<file path="src/rtl/seq_pkg.sv">
// Shared types and width helpers for the serial pattern sequencer.
package seq_pkg;

   typedef enum logic [2:0] {
      IDLE,
      RESET_DUT,
      SHIFT,
      DRAIN,
      DONE
   } seq_state_t;

   // Width of the length port: must represent 0..W inclusive.
   function automatic int len_width(input int w);
      return $clog2(w) + 1;
   endfunction

   // Phase counter only needs to reach the longest phase minus one.
   function automatic int phase_width(input int w, input int r, input int d);
      int m;
      m = w;
      if (r > m) m = r;
      if (d > m) m = d;
      return (m <= 2) ? 1 : $clog2(m);
   endfunction

   function automatic int hit_width(input int w, input int d);
      return $clog2(w + d + 1);
   endfunction

endpackage

</file>
<file path="src/rtl/seq_shift_reg.sv">
// Pattern holding register: parallel load, shift right, LSB presented first.
module seq_shift_reg
   import seq_pkg::*;
#(
   parameter int W = 16
) (
   input  logic         clock,
   input  logic         reset,
   input  logic         load,
   input  logic [W-1:0] load_value,
   input  logic         shift_en,
   output logic         lsb
);

   logic [W-1:0] data;

   always_ff @(posedge clock) begin
      if (reset) begin
         data <= '0;
      end else if (load) begin
         data <= load_value;
      end else if (shift_en) begin
         data <= {1'b0, data[W-1:1]};
      end
   end

   assign lsb = data[0];

endmodule

</file>
<file path="src/rtl/serial_pattern_sequencer.sv">
// Sequences a serial detector FSM: reset it, shift a pattern in, drain, count Out-high cycles.
// Optional SEQ_FIRST_HIT_EN adds first_hit/first_hit_vld reporting the first Out-high index.
module serial_pattern_sequencer
   import seq_pkg::*;
#(
   parameter  int W            = 16,
   parameter  int CNT_W        = 8,
   parameter  int RST_CYCLES   = 2,
   parameter  int DRAIN_CYCLES = 2,
   localparam int LEN_W        = len_width(W),
   localparam int HIT_W        = hit_width(W, DRAIN_CYCLES)
) (
   input  logic             clock,
   input  logic             reset,
   input  logic             start,
   input  logic [W-1:0]     pattern,
   input  logic [LEN_W-1:0] length,
   output logic             busy,
   output logic             done,
   output logic             fsm_reset_b,
   output logic             fsm_in,
   input  logic             fsm_out,
   output logic [CNT_W-1:0] det_count
`ifdef SEQ_FIRST_HIT_EN
   ,
   output logic [HIT_W-1:0] first_hit,
   output logic             first_hit_vld
`endif
);

   localparam int PH_W = phase_width(W, RST_CYCLES, DRAIN_CYCLES);

   seq_state_t       state;
   seq_state_t       next_state;
   seq_state_t       after_shift;
   logic [LEN_W-1:0] len_eff;
   logic [PH_W-1:0]  phase_cnt;
   logic             phase_last;
   logic             accept;
   logic             sampling;
   logic             sr_lsb;

   assign accept   = (state == IDLE) && start;
   assign sampling = (state == SHIFT) || (state == DRAIN);

   seq_shift_reg #(
      .W(W)
   ) u_shift (
      .clock     (clock),
      .reset     (reset),
      .load      (accept),
      .load_value(pattern),
      .shift_en  (next_state == SHIFT),
      .lsb       (sr_lsb)
   );

   always_ff @(posedge clock) begin
      if (reset) begin
         state <= IDLE;
      end else begin
         state <= next_state;
      end
   end

   // Zero-length shift and zero-length drain phases are skipped entirely.
   always_comb begin
      next_state  = state;
      phase_last  = 1'b0;
      after_shift = (DRAIN_CYCLES != 0) ? DRAIN : DONE;
      case (state)
         IDLE: begin
            if (start) next_state = RESET_DUT;
         end
         RESET_DUT: begin
            phase_last = (int'(phase_cnt) == RST_CYCLES - 1);
            if (phase_last) next_state = (len_eff != '0) ? SHIFT : after_shift;
         end
         SHIFT: begin
            phase_last = (int'(phase_cnt) == int'(len_eff) - 1);
            if (phase_last) next_state = after_shift;
         end
         DRAIN: begin
            phase_last = (int'(phase_cnt) == DRAIN_CYCLES - 1);
            if (phase_last) next_state = DONE;
         end
         DONE: begin
            next_state = IDLE;
         end
         default: begin
            next_state = IDLE;
         end
      endcase
   end

   // Outputs are registered from next_state so they line up with the state they describe.
   always_ff @(posedge clock) begin
      if (reset) begin
         phase_cnt   <= '0;
         len_eff     <= '0;
         busy        <= 1'b0;
         done        <= 1'b0;
         fsm_reset_b <= 1'b0;
         fsm_in      <= 1'b0;
         det_count   <= '0;
      end else begin
         phase_cnt   <= (next_state != state) ? '0 : phase_cnt + 1'b1;
         busy        <= (next_state == RESET_DUT) || (next_state == SHIFT) || (next_state == DRAIN);
         done        <= (next_state == DONE);
         fsm_reset_b <= (next_state != RESET_DUT);
         fsm_in      <= (next_state == SHIFT) && sr_lsb;
         if (accept) begin
            len_eff   <= (int'(length) > W) ? LEN_W'(W) : length;
            det_count <= '0;
         end else if (sampling && fsm_out && (det_count != '1)) begin
            det_count <= det_count + 1'b1;
         end
      end
   end

`ifdef SEQ_FIRST_HIT_EN
   logic [HIT_W-1:0] hit_idx;

   always_ff @(posedge clock) begin
      if (reset) begin
         hit_idx       <= '0;
         first_hit     <= '0;
         first_hit_vld <= 1'b0;
      end else if (accept) begin
         hit_idx       <= '0;
         first_hit     <= '0;
         first_hit_vld <= 1'b0;
      end else if (sampling) begin
         hit_idx <= hit_idx + 1'b1;
         if (fsm_out && !first_hit_vld) begin
            first_hit     <= hit_idx;
            first_hit_vld <= 1'b1;
         end
      end
   end
`endif

endmodule

</file>
<file path="config.mk">
export PLATFORM = sky130hd
export DESIGN_NAME = serial_pattern_sequencer
export DESIGN_NICKNAME = d
export VERILOG_FILES = /design/src/rtl/seq_pkg.sv /design/src/rtl/seq_shift_reg.sv /design/src/rtl/serial_pattern_sequencer.sv
export SDC_FILE = /design/constraint.sdc
export NUM_CORES = 1
export LEC_CHECK = 0
export BUFFER_PORTS_ARGS = -buffer_cell sky130_fd_sc_hd__buf_2
export CORE_UTILIZATION = 32
export CTS_BUF_LIST = sky130_fd_sc_hd__clkbuf_2 sky130_fd_sc_hd__clkbuf_4 sky130_fd_sc_hd__clkbuf_8
export CTS_CLUSTER_DIAMETER = 40
export DETAILED_ROUTE_END_ITERATION = 12
export GPL_TIMING_DRIVEN = 0
export SLEW_MARGIN = 20
export SYNTH_ARGS = -nofsm -noshare
export SYNTH_HDL_FRONTEND = slang
export SYNTH_SLANG_ARGS = --single-unit
export TNS_END_PERCENT = 1
</file>
<file path="constraint.sdc">
create_clock -name clock -period 3.2 [get_ports clock]
set_input_delay 0.32 -clock clock [delete_from_list [all_inputs] [get_ports clock]]
set_output_delay 0.32 -clock clock [all_outputs]
set_load 0.005 [all_outputs]
</file>
==> results.py, run 1 <==
metrics = {
    "synth": {
        "async_flop_share_pct": 0,
        "synthSimpleGateAreaFrac_pct": 24.1,
        "synth-seq-cells": 40,
        "synth-xor-area-share_pct": 7.28,
        "synth.distinct_cells": 46,
        "netlist_instances": 215,
        "syn_avg_cell_area_sq_um": 9.43,
        "synth_flop_cell": "dfxtp_1",
        "ys_seq_area_share_pct": 39.5,
        "syn-cell-area_sq_um": 2030,
        "yosysWarnings": 0,
        "synth_compound_area_share_pct": 18.8,
        "synthMuxAreaShare_pct": 1.48,
        "synth_edf_count": 0,
        "synth_nets": 244,
        "synthAdderAreaFrac_pct": 2.47,
        "synth_top_family_by_area": "simple AND/OR/NAND/NOR gates",
    },
    "detailed_routing": {
        "routedWlPerCell_microns": 13.6,
        "vias": 1692,
        "drt-vias-per-instance": 5.08,
        "wl_microns": 4540,
        "drt_pre_antenna_iters": 6,
        "postRouteAntennaNets": 0,
        "drc_errors": 0,
        "drtIter0Drc": 36,
    },
    "setup_path": {
        "critPathTopFamily": "simple AND/OR/NAND/NOR gates",
        "arrival_ns": 2.37,
        "slowest_stage": "dfxtp_1",
        "cp.required_ns": 3.34,
        "crit_path_start_kind": "register",
        "crit_fanout": 10,
        "worstPathBufferInverterCount": 2,
        "cp-end-kind": "register",
        "path_cells": "inv_1 > ha_1 > xnor2_2 > nor4b_4 > nand4_2 > buf_4 > nand3_1 > a311oi_2",
        "critPathKind": "reg -> reg",
        "max_stage_delay_ns": 0.42,
    },
    "global_route": {
        "grt_pass1_wl_microns": 7470,
        "track_usage_pct": 14.9,
        "grt_pass1_vias": 1554,
        "grt_max_degree": 13,
        "antenna_found_initial": 0,
        "grt.overflow.total": 0,
    },
    "clock_tree": {
        "post_cts_buffers": 0,
        "root_buffer": "clkbuf_8",
        "cts.path.max_buffers": 2,
        "cts-buffers-inserted": 5,
        "path_clk_slew_ns": 0.08,
        "cts_hold_buf": 0,
        "cts_tree": "built",
        "post_cts_resized": 0,
        "clock-sinks": 40,
        "htreeDepth": 2,
        "worstSkewPairLatency_ns": 0.29,
    },
    "floorplan": {
        "start_util_pct": 33.6,
        "die-area_sq_um": 6660,
        "die_w_microns": 81.6,
        "die_height_microns": 81.6,
        "io_pins": 37,
        "num_rows": 28,
        "core-area_sq_um": 6030,
    },
    "flow_run": {
        "maxCapViolations": 0,
    },
    "worst_hold_path": {
        "min_path_type": "in -> reg",
    },
    "pwr": {
        "p_leak_nw": 0.960,
        "power.share.combinational_pct": 19.5,
        "ir_drop_mv": 0.216,
        "clkPwrFrac_pct": 35.7,
        "power_mw": 1.27,
        "seqPwrFrac_pct": 44.8,
        "pwr_density_cell_nw_per_um2": 526,
        "switchingPower_uw": 346,
        "intPower_uw": 927,
        "switching_share_pct": 27.2,
    },
    "sta": {
        "fmax_mhz": 448,
        "finalSetupTns_ns": 0,
        "worst_pin_slew_ns": 0.729,
        "finalCriticalPeriod_ns": 2.23,
        "finClkSkew_ns": 0.00788,
        "holdWs_ns": 0.317,
        "timing.final.crit_share_pct": 69.8,
        "setup_viol": 0,
        "rsz0062_at_grt": "false",
        "slew_violations": 0,
        "finalHoldViolations": 0,
        "maxSlewHeadroom_pct": 51.4,
    },
    "final_layout": {
        "layout_common_cells": "40 x dfxtp_1, 35 x buf_2, 33 x nor2_1, 18 x nand3_1, 10 x a311oi_2",
        "final_area_sq_um": 2420,
        "drive_above_1_share_pct": 26.7,
        "final_common_cell": "dfxtp_1",
        "antenna_cells": 0,
        "fin_util_pct": 40.2,
        "nets": 286,
        "syn_to_final_growth_pct": 19.5,
    },
    "placed_design": {
        "numPortBuffers": 35,
        "place_area_sq_um": 2300,
        "hpwl_microns": 3220,
        "gp_congestion": 0.739,
    },
    "run_status": {
        "status": "finished, final reports clean",
    },
}
-- area by class of cell --
cell class                      count  area [sq um]
Fill cell                         643          3600
Multi-Input combinational cell    154          1100
Sequential cell                    40           801
Timing Repair Buffer               35           175
Buffer                             15           106
Clock buffer                        7          96.3
Tap cell                           75          93.8
Clock inverter                      1          30.0
Inverter                            6          22.5
-- power by group through the flow --
| stage | Clock (mW) | Sequential (mW) | Combinational, mW |
|---|---|---|---|
| 3_3_place_gp | 0 | 0.581 | 0.243 |
| 6_report | 0.455 | 0.570 | 0.248 |
| 3_5_place_dp | 0 | 0.582 | 0.247 |
| 4_1_cts | 0.468 | 0.570 | 0.250 |
| 2_1_floorplan | 0 | 0.576 | 0.187 |
| 5_1_grt | 0.486 | 0.576 | 0.275 |
-- cell usage after synthesis, types with 2 or more instances --
| master | count | area (sq um) |
|---|---|---|
| nor3b_1 | 6 | 45.0 |
| clkbuf_1 | 7 | 26.3 |
| ha_1 | 4 | 50.1 |
| nor4b_4 | 2 | 47.6 |
| xor2_1 | 7 | 61.3 |
| a311oi_1 | 6 | 52.6 |
| o21ai_1 | 8 | 40.0 |
| o21ai_2 | 2 | 17.5 |
| xnor2_1 | 8 | 70.1 |
| nand2_1 | 8 | 30.0 |
| nor4b_1 | 2 | 17.5 |
| dfxtp_1 | 40 | 801 |
| a311oi_2 | 10 | 150 |
| a21oi_1 | 6 | 30.0 |
| buf_4 | 3 | 22.5 |
| buf_6 | 3 | 33.8 |
| nor2_1 | 33 | 124 |
| o21ai_0 | 5 | 25.0 |
| inv_1 | 6 | 22.5 |
| nor3_1 | 4 | 20.0 |
| mux2i_1 | 3 | 30.0 |
| nand3_1 | 18 | 90.1 |
-- worst paths after layout --
check,startpoint,to,slack (ns),depth (start not counted)
max,len_eff[0],u_shift.data[12],0.97,8
min,pattern[10],u_shift.data[10],0.32,3
max reg2reg,len_eff[0],u_shift.data[12],0.97,8
min reg2reg,u_shift.data[11],u_shift.data[10],0.50,2
-- cells by family after synthesis --
| family | Yosys count |
|---|---|
| buf+inv | 21 |
| xor+xnor | 16 |
| flops | 40 |
| simple gates | 86 |
| compound gates | 45 |
| fa+ha+maj | 4 |
| mux | 3 |
-- state kept, by name, summed over array words and instances (netlist names) --
register      count
state             3
fsm_in            1
u_shift.data     16
phase_cnt         4
fsm_reset_b       1
done              1
det_count         8
len_eff           5
busy              1
-- metal layers --
| layer | up-vias | GRT usage [%] | routed length (microns) |
|---|---|---|---|
| met5 | - | 0 | 0 |
| li1 | 857 | - | - |
| met1 | 786 | 18.8 | 2190 |
| met3 | 5 | 4.44 | 212 |
| met4 | 0 | 5.44 | 65 |
| met2 | 44 | 24.0 | 2070 |
-- worst reg2reg max path, stage by stage (launching register included) --
cell,delay [ns]
dfxtp_1,0.42
inv_1,0.07
ha_1,0.33
xnor2_2,0.16
nor4b_4,0.33
nand4_2,0.28
buf_4,0.27
nand3_1,0.12
a311oi_2,0.10
-- per-stage QoR --
step / setup slack (ns) / instances
floorplan: 1.23 / 215
global placement: 1.01 / 325
detailed placement: 0.962 / 325
CTS: 0.945 / 333
global route: 0.834 / 333
finish: 0.966 / 333
Note: power is estimated with default switching activity, not from simulation.
==> run 2: changes to the inputs <==
--- a/config.mk
+++ b/config.mk
@@ -5,6 +5,7 @@
 export SDC_FILE = /design/constraint.sdc
 export NUM_CORES = 1
 export LEC_CHECK = 0
+export ABC_AREA = 1
 export BUFFER_PORTS_ARGS = -buffer_cell sky130_fd_sc_hd__buf_2
 export CORE_UTILIZATION = 32
 export CTS_BUF_LIST = sky130_fd_sc_hd__clkbuf_2 sky130_fd_sc_hd__clkbuf_4 sky130_fd_sc_hd__clkbuf_8
==> constraint.sdc (replaced) <==
create_clock -name clock -period 1.85 [get_ports clock]
set_input_delay 0.185 -clock clock [delete_from_list [all_inputs] [get_ports clock]]
set_output_delay 0.185 -clock clock [all_outputs]
set_load 0.005 [all_outputs]
==> results.py, run 2 <==
metrics = {
    "global_route": {
        "track_usage_pct": 15.2,
        "grt_pass1_vias": 1716,
        "grt.overflow.total": 0,
        "grt_pass1_wl_microns": 7760,
        "antenna_found_initial": 0,
        "grt_max_degree": 13,
    },
    "placed_design": {
        "hpwl_microns": 3350,
        "numPortBuffers": 36,
        "gp_congestion": 0.805,
        "pre_cts_ws_ns": 0.00484,
    },
    "sta": {
        "worst_slack_ns": 0.0685,
        "setup_viol": 0,
        "worst_pin_slew_ns": 0.654,
        "finClkSkew_ns": 0.00494,
        "finalSetupTns_ns": 0,
        "maxSlewHeadroom_pct": 56.4,
        "finalHoldViolations": 0,
        "rsz0062_at_grt": "true",
        "fmax_mhz": 561,
        "finalCriticalPeriod_ns": 1.78,
        "slew_violations": 0,
        "timing.final.crit_share_pct": 96.3,
    },
    "detailed_routing": {
        "drtIter0Drc": 76,
        "drc_errors": 0,
        "drt-vias-per-instance": 4.59,
        "vias": 1878,
        "routedWlPerCell_microns": 11.3,
        "postRouteAntennaNets": 0,
        "wl_microns": 4600,
        "drt_pre_antenna_iters": 5,
    },
    "flow_run": {
        "maxCapViolations": 0,
    },
    "synth": {
        "synthAdderAreaFrac_pct": 2.41,
        "synth_top_area_share_pct": 38.6,
        "yosysTopAreaCell": "dfxtp_1",
        "synthMuxAreaShare_pct": 0,
        "syn-cell-area_sq_um": 2070,
        "synthSimpleGateAreaFrac_pct": 36.7,
        "synth.area.top_cells": "dfxtp_1 39%, nand2_1 14%, inv_1 6.3%",
        "synth.distinct_cells": 33,
        "ys_seq_area_share_pct": 38.6,
        "synth-xor-area-share_pct": 2.53,
        "synth_most_common_cell": "nand2_1",
        "synth-seq-cells": 40,
        "synth_flop_cell": "dfxtp_1",
        "synth_top_family_by_area": "simple AND/OR/NAND/NOR gates",
        "netlist_instances": 288,
        "synth_nets": 317,
        "synth_common_cells": "79 x nand2_1, 40 x dfxtp_1, 35 x inv_1, 28 x nor2_1, 18 x nand3_1",
        "synth_compound_area_share_pct": 9.95,
        "synth_edf_count": 0,
        "yosysWarnings": 0,
        "syn_avg_cell_area_sq_um": 7.20,
        "async_flop_share_pct": 0,
    },
    "clock_tree": {
        "path_clk_slew_ns": 0.08,
        "worstSkewPairLatency_ns": 0.30,
        "cts_tree": "built",
        "htreeDepth": 2,
        "clock-sinks": 40,
        "cts.path.max_buffers": 2,
        "root_buffer": "clkbuf_8",
        "cts-buffers-inserted": 5,
    },
    "pwr": {
        "p_leak_nw": 1.16,
        "switchingPower_uw": 651,
        "seqPwrFrac_pct": 44.6,
        "power.share.combinational_pct": 22.0,
        "clkPwrFrac_pct": 33.4,
        "pwr_density_cell_nw_per_um2": 873,
        "intPower_mw": 1.51,
        "switching_share_pct": 30.1,
        "ir_drop_mv": 0.419,
    },
    "floorplan": {
        "die_w_microns": 82.5,
        "num_rows": 28,
        "die_height_microns": 82.5,
        "io_pins": 37,
        "die-area_sq_um": 6810,
        "start_util_pct": 34.0,
        "core-area_sq_um": 6100,
    },
    "final_layout": {
        "regMostFlops": "u_shift.data",
        "regArea_sq_um": 802,
        "nets": 362,
        "layout_common_cells": "79 x nand2_1, 39 x buf_2, 39 x dfxtp_1, 35 x inv_1, 28 x nor2_1",
        "largest_reg_flops": 16,
        "final_common_cell": "nand2_1",
        "multi_input_area_sq_um": 1070,
        "filler_cell_count": 656,
        "reg.largest.list": "u_shift.data: 16 flops, det_count: 8 flops, len_eff: 5 flops",
        "syn_to_final_growth_pct": 19.5,
        "drive_above_1_share_pct": 25.7,
        "antenna_cells": 0,
    },
    "setup_path": {
        "critPathKind": "reg -> reg",
        "cp.required_ns": 2.08,
        "crit_path_start": "len_eff[0]",
        "arrival_ns": 2.01,
        "crit_path_start_kind": "register",
        "cp-end-kind": "register",
        "r2r_start": "len_eff[0]",
        "crit_fanout": 10,
    },
    "worst_hold_path": {
        "hold_start": "length[3]",
        "min_path_type": "in -> reg",
    },
    "run_status": {
        "status": "finished, final reports clean",
    },
}
==> run 2: stage by stage <==
step / area [sq um] / std cells / utilization, % / hold WS, ns / power, mW
finish: 2480 / 409 / 40.7 / 0.132 / 2.16
global route: 2480 / 409 / 40.7 / 0.130 / 2.30
CTS: 2470 / 408 / 40.5 / 0.123 / 2.19
detailed placement: 2350 / 399 / 38.5 / 0.435 / 1.45
global placement: 2350 / 399 / 38.5 / 0.438 / 1.44
floorplan: 2070 / 288 / - / 0.324 / 1.33
==> run 2: final cells by class <==
type / count / area share, %
multi-input combinational: 200 / 43.3
sequential: 40 / 32.3
timing repair buffer: 38 / 7.87
inverter: 40 / 6.05
tap: 75 / 3.78
clock buffer: 6 / 3.08
buffer: 8 / 2.17
clock inverter: 2 / 1.41
==> run 2: kinds of logic (layout without fill, tap and decap cells) <==
| group | Yosys count | in the layout |
|---|---|---|
| buffers and inverters | 48 | 94 |
| xor gates and xnor gates | 6 | 6 |
| and+or+nand+nor | 159 | 159 |
| adders and majority gates | 4 | 4 |
| AOI/OAI and AO/OA | 31 | 31 |
| DFF | 40 | 40 |
==> run 2: worst paths after layout <==
path | endpoint | slack, ns | cells past startpoint
max | u_shift.data[4] | 0.07 | 10
max reg2reg | u_shift.data[4] | 0.07 | 10
min reg2reg | fsm_in | 0.46 | 2
min | len_eff[3] | 0.13 | 3
==> run 2: critical path, stage by stage (launching register included) <==
cell     delay, ns
dfxtp_1       0.36
inv_2         0.06
ha_1          0.31
xor2_1        0.15
nand3_1       0.08
nor2_1        0.13
nand2_2       0.10
nand3_4       0.14
buf_12        0.16
nand3_2       0.08
a21oi_2       0.14
==> run 2: layer usage <==
metal / part of all wire (%) / wire, microns / up-vias / global-route usage [%]
li1: - / - / 1008 / -
met1: 50 / 2290 / 824 / 20.1
met2: 44 / 2040 / 41 / 23.9
met3: 4.6 / 214 / 5 / 4.40
met4: 1.4 / 64 / 0 / 4.66
met5: 0 / 0 / - / 0
==> run 2: power by group through the flow <==
stage	clock [mW]	sequential [mW]	combinational [mW]
6_report	0.723	0.965	0.476
3_3_place_gp	0	0.983	0.462
3_5_place_dp	0	0.984	0.468
5_1_grt	0.782	0.973	0.545
2_1_floorplan	0	0.978	0.348
4_1_cts	0.751	0.964	0.471
==> run 2: repair_timing <==
item,4_1_cts,5_1_grt
hold buffers,0,0
setup buffers,1,1
cloned,0,0
endpoints found under the setup margin,8,24
pin swaps,1,1
gates resized for setup,0,2
